**src/rtl/pio_loader_if.sv**
```systemverilog
// pio_loader_if: bundles the runtime push handshake and the PIO command bus.
//   push_valid/push_mindex/push_data : client word to push into a TX FIFO
//   push_ready                       : loader accepts when valid & ready
//   tx_full                          : per-machine TX-FIFO-full flags from pio
//   action/index/mindex/din          : command bus driven into the pio
// master = the loader, slave = the client/pio side.
interface pio_loader_if;
  logic        push_valid;
  logic [1:0]  push_mindex;
  logic [31:0] push_data;
  logic        push_ready;
  logic [3:0]  tx_full;
  logic [3:0]  action;
  logic [4:0]  index;
  logic [1:0]  mindex;
  logic [31:0] din;

  modport master (
    input  push_valid, push_mindex, push_data, tx_full,
    output push_ready, action, index, mindex, din
  );

  modport slave (
    output push_valid, push_mindex, push_data, tx_full,
    input  push_ready, action, index, mindex, din
  );
endinterface

```
**src/rtl/pio_loader.sv**
```systemverilog
// pio_loader: sole driver of the PIO command bus. After reset it streams the
// program ROM into instruction memory (action 1), replays the config ROM
// entries, then sits in RUN forwarding client pushes (action 4).
//   clk, n_reset      : clock, async active-low reset
//   restart           : in RUN, reload program and config
//   prog_addr/data    : program ROM, synchronous 1-cycle read
//   conf_addr/data    : config ROM {mindex[37:36], action[35:32], din[31:0]}
//   loaded            : high only while in RUN
//   bus               : push handshake + command bus (master side)
module pio_loader #(
  parameter int unsigned PROG_LEN = 32,
  parameter int unsigned CONF_LEN = 10
) (
  input  logic        clk,
  input  logic        n_reset,
  input  logic        restart,
  output logic [4:0]  prog_addr,
  input  logic [15:0] prog_data,
  output logic [4:0]  conf_addr,
  input  logic [37:0] conf_data,
  output logic        loaded,
  pio_loader_if.master bus
);

  localparam int unsigned AW        = 5;
  localparam logic [AW-1:0] PROG_LAST = AW'(PROG_LEN - 1);
  localparam logic [AW-1:0] CONF_LAST = AW'(CONF_LEN - 1);
  localparam logic [3:0] ACT_NONE = 4'd0;
  localparam logic [3:0] ACT_LOAD = 4'd1;
  localparam logic [3:0] ACT_PUSH = 4'd4;

  // DRAIN/SETTLE cover the 2-cycle ROM-to-command latency of the last entry
  typedef enum logic [2:0] {
    S_IDLE, S_LOAD, S_CONF, S_DRAIN, S_SETTLE, S_RUN
  } state_t;

  state_t        state_q, state_d;
  logic [AW-1:0] prog_addr_q, prog_addr_d;
  logic [AW-1:0] conf_addr_q, conf_addr_d;
  // stage between address issue and command: ROM data is valid this cycle
  logic          pipe_vld_q, pipe_vld_d;
  logic          pipe_conf_q, pipe_conf_d;
  logic [AW-1:0] pipe_idx_q, pipe_idx_d;
  logic [3:0]    action_q, action_d;
  logic [AW-1:0] index_q, index_d;
  logic [1:0]    mindex_q, mindex_d;
  logic [31:0]   din_q, din_d;
  logic          loaded_q, loaded_d;
  // blocks the cycle after an accept so the pio's tx_full can catch up
  logic          push_gap_q, push_gap_d;
  logic          push_ready_c;
  logic          push_accept_c;

  assign push_ready_c  = (state_q == S_RUN) & ~bus.tx_full[bus.push_mindex] & ~push_gap_q;
  assign push_accept_c = bus.push_valid & push_ready_c;

  // State and output registers
  always_ff @(posedge clk or negedge n_reset) begin
    if (!n_reset) begin
      state_q     <= S_IDLE;
      prog_addr_q <= '0;
      conf_addr_q <= '0;
      pipe_vld_q  <= 1'b0;
      pipe_conf_q <= 1'b0;
      pipe_idx_q  <= '0;
      action_q    <= ACT_NONE;
      index_q     <= '0;
      mindex_q    <= '0;
      din_q       <= '0;
      loaded_q    <= 1'b0;
      push_gap_q  <= 1'b0;
    end else begin
      state_q     <= state_d;
      prog_addr_q <= prog_addr_d;
      conf_addr_q <= conf_addr_d;
      pipe_vld_q  <= pipe_vld_d;
      pipe_conf_q <= pipe_conf_d;
      pipe_idx_q  <= pipe_idx_d;
      action_q    <= action_d;
      index_q     <= index_d;
      mindex_q    <= mindex_d;
      din_q       <= din_d;
      loaded_q    <= loaded_d;
      push_gap_q  <= push_gap_d;
    end
  end

  // Next-state, address stepping and next command
  always_comb begin
    state_d     = state_q;
    prog_addr_d = prog_addr_q;
    conf_addr_d = conf_addr_q;
    pipe_vld_d  = 1'b0;
    pipe_conf_d = 1'b0;
    pipe_idx_d  = '0;
    action_d    = ACT_NONE;
    index_d     = '0;
    mindex_d    = '0;
    din_d       = '0;
    push_gap_d  = push_accept_c;

    unique case (state_q)
      S_IDLE: state_d = S_LOAD;
      S_LOAD: begin
        pipe_vld_d = 1'b1;
        pipe_idx_d = prog_addr_q;
        if (prog_addr_q == PROG_LAST) state_d = S_CONF;
        else prog_addr_d = prog_addr_q + AW'(1);
      end
      S_CONF: begin
        pipe_vld_d  = 1'b1;
        pipe_conf_d = 1'b1;
        if (conf_addr_q == CONF_LAST) state_d = S_DRAIN;
        else conf_addr_d = conf_addr_q + AW'(1);
      end
      S_DRAIN:  state_d = S_SETTLE;
      S_SETTLE: state_d = S_RUN;
      S_RUN: begin
        if (restart) begin
          state_d     = S_IDLE;
          prog_addr_d = '0;
          conf_addr_d = '0;
        end
      end
      default: state_d = S_IDLE;
    endcase

    // ROM data arriving this cycle becomes next cycle's command
    if (pipe_vld_q) begin
      if (pipe_conf_q) begin
        action_d = conf_data[35:32];
        mindex_d = conf_data[37:36];
        din_d    = conf_data[31:0];
      end else begin
        action_d = ACT_LOAD;
        index_d  = pipe_idx_q;
        din_d    = {16'h0, prog_data};
      end
    end

    // Pipeline is empty in RUN, so a push never collides with a ROM command
    if (push_accept_c) begin
      action_d = ACT_PUSH;
      index_d  = '0;
      mindex_d = bus.push_mindex;
      din_d    = bus.push_data;
    end

    loaded_d = (state_d == S_RUN);
  end

  assign prog_addr      = prog_addr_q;
  assign conf_addr      = conf_addr_q;
  assign loaded         = loaded_q;
  assign bus.push_ready = push_ready_c;
  assign bus.action     = action_q;
  assign bus.index      = index_q;
  assign bus.mindex     = mindex_q;
  assign bus.din        = din_q;

endmodule

```
**src/flat_wrapper.sv**
```systemverilog
// flat-port wrapper written by rule: the top's interface ports become plain ports
module pio_loader_flat 
#(
  parameter int unsigned PROG_LEN = 32,
  parameter int unsigned CONF_LEN = 10
)
  (clk, n_reset, restart, prog_addr, prog_data, conf_addr, conf_data, loaded, bus_push_valid, bus_push_mindex, bus_push_data, bus_tx_full, bus_push_ready, bus_action, bus_index, bus_mindex, bus_din);
  pio_loader_if bus_i ();
  input  logic clk;
  input  logic n_reset;
  input  logic restart;
  output logic [4:0] prog_addr;
  input  logic [15:0] prog_data;
  output logic [4:0] conf_addr;
  input  logic [37:0] conf_data;
  output logic loaded;
  input wire logic [$bits(bus_i.push_valid)-1:0] bus_push_valid;
  input wire logic [$bits(bus_i.push_mindex)-1:0] bus_push_mindex;
  input wire logic [$bits(bus_i.push_data)-1:0] bus_push_data;
  input wire logic [$bits(bus_i.tx_full)-1:0] bus_tx_full;
  output wire logic [$bits(bus_i.push_ready)-1:0] bus_push_ready;
  output wire logic [$bits(bus_i.action)-1:0] bus_action;
  output wire logic [$bits(bus_i.index)-1:0] bus_index;
  output wire logic [$bits(bus_i.mindex)-1:0] bus_mindex;
  output wire logic [$bits(bus_i.din)-1:0] bus_din;
  assign bus_i.push_valid = bus_push_valid;
  assign bus_i.push_mindex = bus_push_mindex;
  assign bus_i.push_data = bus_push_data;
  assign bus_i.tx_full = bus_tx_full;
  assign bus_push_ready = bus_i.push_ready;
  assign bus_action = bus_i.action;
  assign bus_index = bus_i.index;
  assign bus_mindex = bus_i.mindex;
  assign bus_din = bus_i.din;
  pio_loader #(.PROG_LEN(PROG_LEN), .CONF_LEN(CONF_LEN)) u_core (.clk(clk), .n_reset(n_reset), .restart(restart), .prog_addr(prog_addr), .prog_data(prog_data), .conf_addr(conf_addr), .conf_data(conf_data), .loaded(loaded), .bus(bus_i));
endmodule
```
**config.mk**
```make
export PLATFORM = sky130hd
export DESIGN_NAME = pio_loader_flat
export DESIGN_NICKNAME = d
export VERILOG_FILES = /design/src/rtl/pio_loader_if.sv /design/src/rtl/pio_loader.sv /design/src/flat_wrapper.sv
export SDC_FILE = /design/constraint.sdc
export NUM_CORES = 1
export LEC_CHECK = 0
export BUFFER_PORTS_ARGS = -buffer_cell sky130_fd_sc_hd__buf_2
export CELL_PAD_IN_SITES_DETAIL_PLACEMENT = 0
export CELL_PAD_IN_SITES_GLOBAL_PLACEMENT = 1
export CORE_MARGIN = 2
export CORE_UTILIZATION = 33
export DETAILED_ROUTE_END_ITERATION = 8
export GPL_ROUTABILITY_DRIVEN = 0
export HOLD_SLACK_MARGIN = 0.08
export PLACE_DENSITY_LB_ADDON = 0.1
export REMOVE_ABC_BUFFERS = 1
export SETUP_SLACK_MARGIN = 0.1
export SYNTH_ARGS = -nofsm -noshare
export SYNTH_HDL_FRONTEND = slang
export SYNTH_SLANG_ARGS = --single-unit
```
**constraint.sdc**
```tcl
create_clock -name clk -period 3.25 [get_ports clk]
set_clock_uncertainty 0.2 [all_clocks]
set_input_delay 0.1625 -clock clk [delete_from_list [all_inputs] [get_ports clk]]
set_output_delay 0.1625 -clock clk [all_outputs]
set_load 0.005 [all_outputs]
```
==> reports/results.ini, run 1 <==
[sta]
hold_viol_final=0
finalSetupTns_ns=0
rsz0062_at_grt=false
slew_headroom_pct=47.87
setup_viol=0
min_period_ns=2.646
tightest_slew_ns=0.7820
fin_ws_ns=0.6044
clock.fmax_ghz=0.3780
timing.final.crit_share_pct=81.40
slew_viol_final=0

[detailed_routing]
dr.pass1.iters=4
met2_length_um=4018
antenna_left=0
first_iter_violations=57
drcViolationCount=0
highest_layer=met4
num_vias=2751
wl_met1_um=3471
wirelength_um=8114
route.met3.wl_um=469
routed_via_density=4.488
wire_per_inst_um=13.24

[clocking]
ctsRootBufferMaster=clkbuf_8
cts_tree=built
clk_pin_slew_worst_paths_ns=0.07
cts-resized-gates=0
cts.sinks=65
cts_buffers=9
cts_htree_levels=3
clock_latency_ns=0.34
clockBufferDepth=2

[logic_synthesis]
synth-edff-count=0
synth_area_leader_cell=dfrtp_1
synth_seq_cells=65
synth.cell_area_um2=2885
ys_top_cells_by_area=dfrtp_1 56%, nand2_1 10%, mux2_2 6.6%
synthArstFlopShare_pct=100.0
synthCells=275
synth-seq-area-share_pct=56.37
yosysWarnings=0
synthFlopType=dfrtp_1
yosysTopAreaCellShare_pct=56.37
synth.avg_cell_area_um2=10.49
synthDistinctLibCells=40

[floorplanning]
io_pins=151
coreArea_um2=8593
die-area_um2=9507
fp.dieH_um=97.51
start_util_pct=33.58
die_w_um=97.51
rows=34

[final_layout]
multi_input_area_um2=1161
drive_above_1_share_pct=38.22
area_growth_pct=62.27
layout.nets=600
antenna_cells=0
ff_latch_area_um2=1627
fillers=818

[global_route]
grt.overflow.total=0
antenna_found_initial=0
grt_use_total_pct=17.70
grt_pass1_wl_um=13440
grt_max_degree=50
grt_pass1_vias=2841

[worst_setup_path]
slowest_delay_ns=0.58
crit_required_ns=3.27
slowest_stage=dlygate4sd3_1
critPathBufInv=2
crit_chain=nand3b_1, nor4b_4, buf_4, o21ai_0, dlygate4sd3_1
critPathArrivalTime_ns=2.66
cp_max_fo=49
cp_top_family=buffers and inverters
path_class=reg -> reg
worst_setup_path_start_kind=flip-flop
end_kind=flip-flop

[place]
preCtsSetupSlack_ns=1.139
dp_hpwl_um=5380
port_buffers=150

[pwr]
p_leak_nw=2.412
power_density_nw_per_um2=536.7
peakVddDrop_mv=0.3958

[run_status]
run_status=completed

[job]
max_cap_violations=0

[hold_path]
hold_class=in -> reg

## where the power goes
group,internal [W],switching [W],total [W]
logic,0.000401,0.000301,0.000703
clock network,0.000417,0.000300,0.000717
registers,0.000982,0.000112,0.00109
## cells in the mapped netlist (2+ instances only)
| library cell | count |
|---|---|
| nand2_1 | 77 |
| xor2_1 | 2 |
| a22o_1 | 2 |
| o21ai_1 | 5 |
| and3b_1 | 3 |
| a21o_1 | 2 |
| dfrtp_1 | 65 |
| a21oi_1 | 4 |
| clkbuf_1 | 7 |
| nor4bb_1 | 6 |
| nand4_1 | 3 |
| o21bai_1 | 2 |
| buf_6 | 2 |
| o21ai_0 | 32 |
| buf_2 | 4 |
| ha_1 | 4 |
| nor2_1 | 5 |
| clkbuf_2 | 2 |
| inv_1 | 2 |
| mux2_2 | 17 |
| and2_1 | 6 |
| or2_2 | 2 |
| mux2i_1 | 4 |
## cell type report
cell class                 count  share of cell area, %
clock inverter                 2                 0.7483
clock buffer                  14                  3.688
inverter                       2                 0.1603
sequential                    65                  34.74
tap                          108                  2.886
timing repair buffer         231                  32.98
multi-input combinational    191                  24.80
## state kept, by name, summed over array words and instances (netlist names)
signal / flops
u_core.conf_addr: 5
u_core.push_gap_q: 1
u_core.bus.din: 32
u_core.loaded: 1
u_core.state_q: 3
u_core.bus.index: 5
u_core.bus.mindex: 2
u_core.pipe_idx_q: 5
u_core.pipe_conf_q: 1
u_core.pipe_vld_q: 1
u_core.bus.action: 4
u_core.prog_addr: 5
## worst reg2reg max path, stage by stage, from the launching register on
cell and delay [ns]:
dfrtp_1 0.47, nand3b_1 0.37, nor4b_4 0.31, buf_4 0.42
o21ai_0 0.17, dlygate4sd3_1 0.58
## logic make-up (layout without fill, tap and decap cells)
group                      count (synthesis)  count (layout)  synth area share, %
xor gates and xnor gates                   3               3               0.9108
DFF                                       65              65                56.37
AOI/OAI and AO/OA                         50              50                9.497
muxes                                     22              22                8.803
adders and majority gates                  4               4                1.735
and+or+nand+nor                          112             112                19.30
buffers and inverters                     19             249                3.383
## layer usage
metal	vias up	global-route usage, %
li1	1378	-
met4	0	5.876
met3	16	5.468
met1	1270	21.13
met2	87	30.34
met5	-	0
## path summary, 6_finish.rpt
path / start / end / slack, ns / cells after the start
worst min-delay path: bus_push_valid / u_core.push_gap_q / 0.13 / 3
worst max-delay path: u_core.state_q[1] / u_core.bus.din[2] / 0.60 / 5
worst max register to register: u_core.state_q[1] / u_core.bus.din[2] / 0.60 / 5
worst min register to register: u_core.conf_addr[4] / u_core.conf_addr[4] / 0.31 / 1
min in group asynchronous: n_reset / u_core.bus.din[0] / 0.21 / 2
max in group asynchronous: n_reset / u_core.bus.mindex[1] / 1.89 / 3
## cells in the final DEF (no fill, tap or decap), types with 2 or more instances in the layout
cell           synthesis  layout
a21o_1                 2       2
a21oi_1                4       4
a22o_1                 2       2
and2_1                 6       6
and3b_1                3       3
buf_2                  4     150
buf_4                  1       7
clkbuf_1               7       2
clkbuf_8               0      12
dfrtp_1               65      65
dlygate4sd3_1          0      74
ha_1                   4       4
inv_1                  2       2
mux2_2                17      17
mux2i_1                4       4
nand2_1               77      77
nand4_1                3       3
nor2_1                 5       5
nor4bb_1               6       6
o21ai_0               32      32
o21ai_1                5       5
o21bai_1               2       2
or2_2                  2       2
xor2_1                 2       2
## timing repair
action                                  in CTS  in global routing
buffers inserted                             0                  0
hold buffers                                74                  0
endpoints found under the setup margin       0                  0
endpoints found under the hold margin       71                  0
## through the flow
step / area (µm²) / hold WS [ns] / total power, W / utilization (%) / std cells
after floorplan: 2795 / -0.3331 / 0.001411 / - / 258
after global placement: 3734 / 0.05899 / 0.001710 / 43.45 / 523
after detailed placement: 3734 / 0.06427 / 0.001722 / 43.45 / 523
after CTS: 4682 / 0.1208 / 0.002548 / 54.48 / 613
after global routing: 4682 / 0.1395 / 0.002688 / 54.48 / 613
final: 4682 / 0.1318 / 0.002513 / 54.48 / 613
(Power assumes the default switching activity.)
==> run 2, diff against run 1 <==
--- a/config.mk
+++ b/config.mk
@@ -5,11 +5,12 @@
 export SDC_FILE = /design/constraint.sdc
 export NUM_CORES = 1
 export LEC_CHECK = 0
+export ABC_AREA = 1
 export BUFFER_PORTS_ARGS = -buffer_cell sky130_fd_sc_hd__buf_2
 export CELL_PAD_IN_SITES_DETAIL_PLACEMENT = 0
 export CELL_PAD_IN_SITES_GLOBAL_PLACEMENT = 1
 export CORE_MARGIN = 2
-export CORE_UTILIZATION = 33
+export CORE_UTILIZATION = 32
 export DETAILED_ROUTE_END_ITERATION = 8
 export GPL_ROUTABILITY_DRIVEN = 0
 export HOLD_SLACK_MARGIN = 0.08
==> constraint.sdc (replaced) <==
create_clock -name clk -period 2.8 [get_ports clk]
set_clock_uncertainty 0.2 [all_clocks]
set_input_delay 0.14 -clock clk [delete_from_list [all_inputs] [get_ports clk]]
set_output_delay 0.14 -clock clk [all_outputs]
set_load 0.005 [all_outputs]
==> run 2 against run 1 <==
  * Sequential share of layout area decreased by 1.3 points
  * Via count is 16% higher
  * Non-clock buffer count shrank 2
  * Synthesized cell count is 32% higher
  * Combinational power rose by 25%
  * Hold slack lost 0.012 ns
  * Power rose by 20%
  * Register-to-register slack worse by 0.26 ns
  * Critical endpoint is now u_core.bus.din[4]
  * Largest cell class unchanged
==> reports/results.ini, run 2 <==
[run_status]
run_status=completed  ; unchanged

[worst_setup_path]
crit_required_ns=2.81  ; was 3.27 ns
critPathBufInv=2  ; unchanged
path_class=reg -> reg  ; unchanged
slowest_stage=dlygate4sd3_1  ; unchanged
ff2ff_path_depth=6  ; was 5
critPathArrivalTime_ns=2.47  ; was 2.66 ns
reg2reg_to=u_core.bus.din[4]  ; was u_core.bus.din[2]
crit_chain=nand2_2, clkinvlp_4, a22o_1, nand2_1, nand2_1, dlygate4sd3_1  ; was nand3b_1, nor4b_4, buf_4, o21ai_0, dlygate4sd3_1
cp_top_family=buffers and inverters  ; unchanged
cp_max_fo=19  ; was 49
worst_setup_path_start_kind=flip-flop  ; unchanged
ff2ff_setup_slack_ns=0.34  ; was 0.60 ns
timing.rr.start=u_core.pipe_vld_q  ; was u_core.state_q[1]
end_kind=flip-flop  ; unchanged
crit_top_cell=nand2_1
slowest_delay_ns=0.55  ; was 0.58 ns

[pwr]
p_leak_nw=2.884  ; was 2.412 nW
combPwrFrac_pct=29.0  ; was 28.0%
switchingPower_w=0.0009131  ; was 0.0007133 W
p_int_w=0.002114  ; was 0.001800 W
finalPower_w=0.003027  ; was 0.002513 W
clkPwrFrac_pct=29.4  ; was 28.5%
swShare_pct=30.17  ; was 28.38%
peakVddDrop_mv=0.3736  ; was 0.3958 mV
p_seq_share_pct=41.6  ; was 43.5%
power_density_nw_per_um2=622.2  ; was 536.7 nW/µm²

[final_layout]
layout_common_cells=150 x buf_2, 103 x nand2_1, 74 x dlygate4sd3_1  ; was 150 x buf_2, 77 x nand2_1, 74 x dlygate4sd3_1
area_growth_pct=59.74  ; was 62.27%
fillers=902  ; was 818
drive_above_1_share_pct=29.85  ; was 38.22%
largest_reg_flops=32  ; unchanged
antenna_cells=0  ; unchanged
final_common_cell=buf_2  ; unchanged
layout.nets=688  ; was 600

[sta]
finalSetupTns_ns=0  ; unchanged
clock.fmax_ghz=0.4068  ; was 0.3780 GHz
timing.final.crit_share_pct=87.80  ; was 81.40%
min_period_ns=2.458  ; was 2.646 ns
tightest_slew_ns=0.6697  ; was 0.7820 ns
slew_viol_final=0  ; unchanged
setup_viol=0  ; unchanged
slew_headroom_pct=54.88  ; was 47.87%
hold_viol_final=0  ; unchanged
rsz0062_at_grt=false  ; unchanged
timing.hold.ws_ns=0.1197  ; was 0.1318 ns

[hold_path]
hold_class=in -> async  ; was in -> reg

[detailed_routing]
dr.pass1.iters=4  ; unchanged
antenna_left=0  ; unchanged
first_iter_violations=88  ; was 57
wirelength_um=9555  ; was 8114 µm
wire_per_inst_um=13.23  ; was 13.24 µm
routed_via_density=4.410  ; was 4.488
num_vias=3184  ; was 2751
drcViolationCount=0  ; unchanged

[logic_synthesis]
synth-seq-area-share_pct=53.41  ; was 56.37%
synth_area_leader_cell=dfrtp_1  ; unchanged
synthFlopType=dfrtp_1  ; unchanged
yosysWarnings=0  ; unchanged
yosysTopAreaCellShare_pct=53.41  ; was 56.37%
synth-edff-count=0  ; unchanged
ys_top_cells_by_area=dfrtp_1 53%, nand2_1 13%, nand3_1 7.6%  ; was dfrtp_1 56%, nand2_1 10%, mux2_2 6.6%
synth_seq_cells=65  ; unchanged
synthArstFlopShare_pct=100.0  ; unchanged
synthCells=362  ; was 275
yosysMostFrequentCell=nand2_1  ; unchanged
synth_common_cells=103 x nand2_1, 65 x dfrtp_1, 46 x inv_1, 46 x nand3_1, 41 x nor2_1  ; was 77 x nand2_1, 65 x dfrtp_1, 32 x o21ai_0
synth.avg_cell_area_um2=8.413  ; was 10.49 µm²
synth.cell_area_um2=3045  ; was 2885 µm²
synthDistinctLibCells=21  ; was 40

[floorplanning]
rows=35  ; was 34
die-area_um2=10310  ; was 9507 µm²
start_util_pct=32.96  ; was 33.58%
fp.dieH_um=101.6  ; was 97.51 µm
coreArea_um2=9240  ; was 8593 µm²
die_w_um=101.6  ; was 97.51 µm
io_pins=151  ; unchanged

[clocking]
ctsRootBufferMaster=clkbuf_8  ; unchanged
cts.sinks=65  ; unchanged
clockBufferDepth=2  ; unchanged
cts_htree_levels=3  ; unchanged
clock_latency_ns=0.33  ; was 0.34 ns
clk_pin_slew_worst_paths_ns=0.08  ; was 0.07 ns
cts_buffers=9  ; unchanged
cts_tree=built  ; unchanged

[job]
max_cap_violations=0  ; unchanged

[global_route]
grt.overflow.total=0  ; unchanged
grt_pass1_wl_um=15430  ; was 13440 µm
antenna_found_initial=0  ; unchanged
grt_use_total_pct=19.16  ; was 17.70%
grt_pass1_vias=3168  ; was 2841
grt_max_degree=37  ; was 50

[place]
dp_hpwl_um=6383  ; was 5380 µm
port_buffers=150  ; unchanged

## run 2: cell types whose count changed after synthesis, sizes merged, moves of 4 or more
cell / change
a22o: +14
and2: -6
clkbuf: -5
inv: +44
mux2: -17
mux2i: -4
nand2: +27
nand3: +46
nor2: +38
nor4bb: -6
o21ai: -27
## run 2: layout make-up
class	count	area (µm²)	area share [%]
inverter	48	183.9	3.781
multi-input combinational	235	1144	23.51
sequential	65	1627	33.44
timing repair buffer	229	1529	31.43
clock inverter	5	78.83	1.620
clock buffer	11	141.4	2.906
tap	129	161.4	3.318
## run 2: cell families after synthesis
family	after synthesis	synth area share [%]
xor gates and xnor gates	5	1.438
and+or+nand+nor	199	28.06
buffers and inverters	62	9.038
adders and majority gates	4	1.643
AOI/OAI and AO/OA	27	6.409
DFF	65	53.41
## run 2: how the worst max path moves through the flow
stage / end / slack, ns / from / cells after the start
floorplan: u_core.bus.action[0] / 0.89 / u_core.state_q[1] / 6
global placement: u_core.bus.din[13] / 0.73 / u_core.pipe_vld_q / 5
detailed placement: u_core.bus.din[0] / 0.69 / u_core.pipe_vld_q / 5
CTS: u_core.bus.din[0] / 0.13 / u_core.pipe_vld_q / 6
global route: u_core.bus.din[0] / 0.13 / u_core.pipe_vld_q / 6
finish: u_core.bus.din[4] / 0.34 / u_core.pipe_vld_q / 6
## run 2: worst reg2reg max path: cells and delay by family, from the launching register on
kind,cells,cell delay (ns)
flip-flops,1,0.40
AO/OA/AOI/OAI,1,0.32
AND/OR/NAND/NOR,3,0.45
buffers and inverters,2,0.99
## run 2: repair_timing
action,4_1_cts,5_1_grt
hold endpoints to repair,71,0
endpoints found under the setup margin,0,16
buffers inserted,0,0
hold buffers,74,0
resized for setup,0,1
## run 2: metrics by stage
stage / instances / util, % / cell area (µm²) / setup slack (ns)
2_1_floorplan: 348 / - / 2950 / 0.8890
3_3_place_gp: 632 / 42.21 / 3900 / 0.7310
3_5_place_dp: 632 / 42.21 / 3900 / 0.6941
4_1_cts: 722 / 52.61 / 4861 / 0.1330
5_1_grt: 722 / 52.65 / 4865 / 0.1338
6_report: 722 / 52.65 / 4865 / 0.3415
## run 2: routing by layer
metal | track usage, % | part of all wire [%] | vias up
met3 | 4.141 | 5.4 | 7
met5 | 0 | 0 | -
met2 | 32.95 | 50 | 101
li1 | - | - | 1583
met4 | 4.470 | 1.1 | 0
met1 | 24.66 | 44 | 1493
## run 2: power groups by stage
stage | Combinational, W | Sequential (W) | Clock, W
finish | 0.000879 | 0.00126 | 0.000889
global route | 0.00100 | 0.00129 | 0.000969
CTS | 0.000892 | 0.00126 | 0.000924
detailed placement | 0.000767 | 0.00128 | 0
global placement | 0.000765 | 0.00127 | 0
floorplan | 0.000378 | 0.00128 | 0
